## config.mk

```make
export PLATFORM = sky130hd
export DESIGN_NAME = dca_matrix_row_reader
export DESIGN_NICKNAME = d
export VERILOG_FILES = /design/src/rtl/dca_matrix_row_reader.sv
export SDC_FILE = /design/constraint.sdc
export NUM_CORES = 1
export LEC_CHECK = 0
export ABC_AREA = 1
export CORE_MARGIN = 8
export CORE_UTILIZATION = 55
export DETAILED_ROUTE_END_ITERATION = 8
export GPL_ROUTABILITY_DRIVEN = 0
export MAX_ROUTING_LAYER = met4
export PLACE_DENSITY_LB_ADDON = 0.25
export SKIP_LAST_GASP = 1
export SYNTH_ARGS = -nofsm -noshare
export SYNTH_HDL_FRONTEND = slang
export SYNTH_SLANG_ARGS = --single-unit
```

## constraint.sdc

```tcl
create_clock -name clk -period 2.4 [get_ports clk]
set_clock_uncertainty 0.05 [all_clocks]
set_input_delay 0.48 -clock clk [delete_from_list [all_inputs] [get_ports clk]]
set_output_delay 0.48 -clock clk [all_outputs]
set_load 0.1 [all_outputs]
```

## src/rtl/dca_matrix_row_reader.sv

```systemverilog
// Collects one or two AXI R beats and extracts a byte-aligned matrix row from them.
// Optional column masking is enabled by defining DCA_ROW_READER_COL_MASK_EN.
module dca_matrix_row_reader #(
  parameter  int BW_AXI_DATA = 32,
  parameter  int BW_ELEMENT  = 8,
  parameter  int NUM_COL     = 4,
  localparam int BW_ROW      = NUM_COL * BW_ELEMENT,
  localparam int BW_ADDR     = $clog2(BW_AXI_DATA)
) (
  input  logic                   clk,
  input  logic                   rstnn,
  input  logic                   enable,
  input  logic                   txn_valid,
  output logic                   txn_ready,
  input  logic                   txn_reuse,
  input  logic                   txn_last,
  input  logic [7:0]             txn_alen,
  input  logic [BW_ADDR-1:0]     txn_bitaddr,
  input  logic [NUM_COL-1:0]     txn_col_mask,
  input  logic                   rvalid,
  output logic                   rready,
  input  logic                   rlast,
  input  logic [BW_AXI_DATA-1:0] rdata,
  output logic                   row_valid,
  input  logic                   row_ready,
  output logic [BW_ROW-1:0]      row_data,
  output logic                   row_last,
  output logic                   burst_error,
  output logic                   busy,
  output logic [1:0]             dbg_state
);

  localparam int MAX_BEATS = 2;

  typedef enum logic [1:0] {ST_IDLE, ST_COLLECT, ST_OUTPUT} state_e;

  state_e                 state_q, state_d;
  logic [7:0]             beat_cnt_q, beat_cnt_d;
  logic [7:0]             alen_q, alen_d;
  logic [BW_ADDR-1:0]     bitaddr_q, bitaddr_d;
  logic                   last_q, last_d;
  logic [BW_AXI_DATA-1:0] slot0_q, slot0_d;
  logic [BW_AXI_DATA-1:0] slot1_q, slot1_d;
  logic                   err_q, err_d;
  logic                   txn_ready_q, txn_ready_d;
  logic                   rready_q, rready_d;
  logic                   row_valid_q, row_valid_d;
  logic [BW_ROW-1:0]      raw_row;
`ifdef DCA_ROW_READER_COL_MASK_EN
  logic [NUM_COL-1:0]     mask_q, mask_d;
`else
  logic                   unused_col_mask;
  assign unused_col_mask = ^txn_col_mask;
`endif

  // Handshakes: a transfer happens on a rising edge where valid & ready & enable.
  // txn_ready/rready are gated by enable so a stalled block never completes them.
  always_comb begin
    state_d     = state_q;
    beat_cnt_d  = beat_cnt_q;
    alen_d      = alen_q;
    bitaddr_d   = bitaddr_q;
    last_d      = last_q;
    slot0_d     = slot0_q;
    slot1_d     = slot1_q;
    err_d       = err_q;
    txn_ready_d = txn_ready_q;
    rready_d    = rready_q;
    row_valid_d = row_valid_q;
`ifdef DCA_ROW_READER_COL_MASK_EN
    mask_d      = mask_q;
`endif
    if (enable) begin
      case (state_q)
        ST_IDLE: begin
          if (txn_valid) begin
            alen_d      = txn_alen;
            bitaddr_d   = txn_bitaddr;
            last_d      = txn_last;
            txn_ready_d = 1'b0;
`ifdef DCA_ROW_READER_COL_MASK_EN
            mask_d      = txn_col_mask;
`endif
            if (txn_reuse) begin
              state_d     = ST_OUTPUT;
              row_valid_d = 1'b1;
            end else begin
              state_d    = ST_COLLECT;
              beat_cnt_d = 8'd0;
              rready_d   = 1'b1;
              if (txn_alen >= 8'(MAX_BEATS)) err_d = 1'b1;
            end
          end
        end
        ST_COLLECT: begin
          if (rvalid) begin
            // Beats past the buffer depth are drained from the bus but not stored.
            if (beat_cnt_q == 8'd0) slot0_d = rdata;
            else if (beat_cnt_q == 8'd1) slot1_d = rdata;
            beat_cnt_d = beat_cnt_q + 8'd1;
            if (beat_cnt_q == alen_q) begin
              if (!rlast) err_d = 1'b1;
              state_d     = ST_OUTPUT;
              rready_d    = 1'b0;
              row_valid_d = 1'b1;
            end else if (rlast) begin
              err_d = 1'b1;
            end
          end
        end
        ST_OUTPUT: begin
          if (row_ready) begin
            state_d     = ST_IDLE;
            row_valid_d = 1'b0;
            txn_ready_d = 1'b1;
          end
        end
        default: begin
          state_d     = ST_IDLE;
          txn_ready_d = 1'b1;
          rready_d    = 1'b0;
          row_valid_d = 1'b0;
        end
      endcase
    end
  end

  always_ff @(posedge clk or negedge rstnn) begin
    if (!rstnn) begin
      state_q     <= ST_IDLE;
      beat_cnt_q  <= 8'd0;
      alen_q      <= 8'd0;
      bitaddr_q   <= '0;
      last_q      <= 1'b0;
      slot0_q     <= '0;
      slot1_q     <= '0;
      err_q       <= 1'b0;
      txn_ready_q <= 1'b1;
      rready_q    <= 1'b0;
      row_valid_q <= 1'b0;
`ifdef DCA_ROW_READER_COL_MASK_EN
      mask_q      <= '0;
`endif
    end else begin
      state_q     <= state_d;
      beat_cnt_q  <= beat_cnt_d;
      alen_q      <= alen_d;
      bitaddr_q   <= bitaddr_d;
      last_q      <= last_d;
      slot0_q     <= slot0_d;
      slot1_q     <= slot1_d;
      err_q       <= err_d;
      txn_ready_q <= txn_ready_d;
      rready_q    <= rready_d;
      row_valid_q <= row_valid_d;
`ifdef DCA_ROW_READER_COL_MASK_EN
      mask_q      <= mask_d;
`endif
    end
  end

  // The buffer is frozen outside COLLECT, so the extracted row is stable while offered.
  assign raw_row = BW_ROW'({slot1_q, slot0_q} >> bitaddr_q);

`ifdef DCA_ROW_READER_COL_MASK_EN
  always_comb begin
    row_data = '0;
    for (int i = 0; i < NUM_COL; i++) begin
      if (mask_q[i]) row_data[i*BW_ELEMENT +: BW_ELEMENT] = raw_row[i*BW_ELEMENT +: BW_ELEMENT];
    end
  end
`else
  assign row_data = raw_row;
`endif

  assign txn_ready   = txn_ready_q & enable;
  assign rready      = rready_q & enable;
  assign row_valid   = row_valid_q;
  assign row_last    = last_q;
  assign burst_error = err_q;
  assign busy        = (state_q != ST_IDLE);
  assign dbg_state   = state_q;

endmodule

```

==> results.ini <==
[status]
outcome=complete, but fails checks
violations=negative setup slack

[synthesis]
netlist.top_cell.by_area=dfrtp_1
avgSynthCellArea_um2=6.34
synth_edf_count=0
synth_top_area_frac=0.331
yosysMostFrequentCell=nand3_1
synthFlopType=dfrtp_1
synthTopCellsByArea=dfrtp_1, nand3_1, nand2_1, o21ai_1, inv_1
synth_cell_types=32
synth_cells=1075
synthArstFlopShare=1.00
ys_seq_area_frac=0.334
ys_ff_latch=91
syn_nets=1136
synth.cell_area_um2=6810
yosysWarnings=0
synth_common_cells=nand3_1, nand2_1, dfrtp_1, inv_1, o21ai_1

[worst_setup_path]
cp_max_fo=21
crit_required_ps=1870
crit_path_start_kind=flip-flop
path_class=reg2out
cp.arrival_ps=2120
ff2ff_path_depth=7
endpoint_kind=output pin
r2r_start=dbg_state[1]
r2r-end=slot0_q[10]
critPathLaunch=bitaddr_q[0]
reg2reg_setup_slack_ps=590

[die]
chipWidth_um=127
coreArea_um2=12100
rows=40
start_util=0.565
die_h_um=127
ioPinCount=98
die-area_um2=16200

[cts]
clock-root-buffer=clkbuf_16
clockBufferDepth=2
cts_tree=done
h-tree-depth=3
clock_latency_ps=350
numCtsBuffers=9
cts_sinks=91
clkTransAtPathRegs_ps=70

[grt]
grt_pass1_wl_mm=35.8
grt_usage=0.280
overflow=0
grt_pass1_vias=7269
grt_max_degree=63
grt_antenna_before_repair=0

[timing]
setup_viol=32
clock.fmax_mhz=377
hold_viol_final=0
fin_ws_ps=-253
timing.final.crit_share=1.11
worstMarginPinSlew_ps=646
rsz0062_at_grt=yes
slew_violations=0
relSlewSlack=0.570
period_needed_ps=2650
setup_tns_ps=-5980

[min_path]
hold_path_class=in2async

[layout]
antenna_cells_inserted=0
syn_to_final_growth_pct=29.2
layout-drive-gt1-share=0.136
nets=1200
final_core_util=0.730
multiInputGateArea_um2=4060
seqCellArea_um2=2280
fill_cells=994

[placement]
io_buffers=93
hpwl_mm=15.9
post-place-ws_ps=84.3

[job]
maxCapViolCount=0

[detailed_routing]
finalWirelength_mm=21.8
wl_per_cell_um=16.6
viasPerCell=6.03
drtPass1Iterations=8
drcViolationCount=0
first_iter_violations=1017
antenna_left=0
dr_total_vias=7905

==> logic make-up (layout without fill, tap and decap cells) <==
group | count (synthesis) | count (layout) | synth area share
AND/OR/NAND/NOR | 702 | 702 | 0.461
buffers and inverters | 151 | 220 | 0.0924
AO/OA/AOI/OAI | 125 | 125 | 0.103
flip-flops | 91 | 91 | 0.334
adder cells (fa/ha/maj) | 3 | 3 | 0.00551
XOR/XNOR | 3 | 3 | 0.00386
==> state kept, by name, summed over array words and instances, names as in the netlist, 2 cells and up <==
name and count:
beat_cnt_q 8, bitaddr_q 5, slot1_q 31, alen_q 8, dbg_state 2, slot0_q 32
==> layout make-up <==
class	instances	area share
Tap cell	168	0.0239
Multi-Input combinational cell	833	0.461
Sequential cell	91	0.259
Clock buffer	10	0.0271
Timing Repair Buffer	125	0.185
Inverter	79	0.0337
Clock inverter	6	0.0107
==> layer usage <==
metal	routed length (um)	track usage
met3	2220	0.0611
met2	10100	0.442
met5	0	-
met1	8310	0.334
met4	1110	0.137
==> critical path, cell delays in order, from the launching register on <==
cell      delay, ps
dfrtp_2         500
inv_2           140
buf_12          170
nand2_1          80
nand3_1          70
nand2_1          50
o211ai_1        340
nand3_1         140
nand2_2         110
buf_12          170
==> cell usage in the layout (no fill, tap or decap), types with 21 or more instances in the layout <==
| cell | instances |
|---|---|
| o211ai_1 | 22 |
| dfrtp_1 | 87 |
| clkdlybuf4s50_1 | 52 |
| buf_4 | 27 |
| nand2_2 | 33 |
| buf_12 | 43 |
| o21ai_0 | 25 |
| o21ai_1 | 63 |
| nand2_1 | 294 |
| nor2_1 | 21 |
| nand3_1 | 318 |
| inv_1 | 74 |
==> what timing repair did <==
item / in CTS / in global routing
gates cloned: 0 / 1
pin swaps: 0 / 5
setup buffers: 1 / 2
setup endpoints to repair: 32 / 32
gates resized for setup: 2 / 20
hold buffers: 0 / 0
==> stage by stage <==
stage	hold WS (ps)	std cells	instance area, um^2
6_report	88.5	1312	8800
5_1_grt	150	1312	8800
4_1_cts	117	1309	8700
3_5_place_dp	413	1292	8360
3_3_place_gp	405	1292	8360
2_1_floorplan	134	1075	6900
==> worst max path at each step <==
stage | to | cells after the start
after detailed placement | row_data[2] | 9
after CTS | row_data[17] | 9
after floorplan | row_data[17] | 8
after global placement | row_data[2] | 9
final | row_data[29] | 9
after global routing | row_data[30] | 11
Power is left out: the tool's default activity adds up to more than one toggle a clock period on the data nets, which glitch-free logic cannot reach.
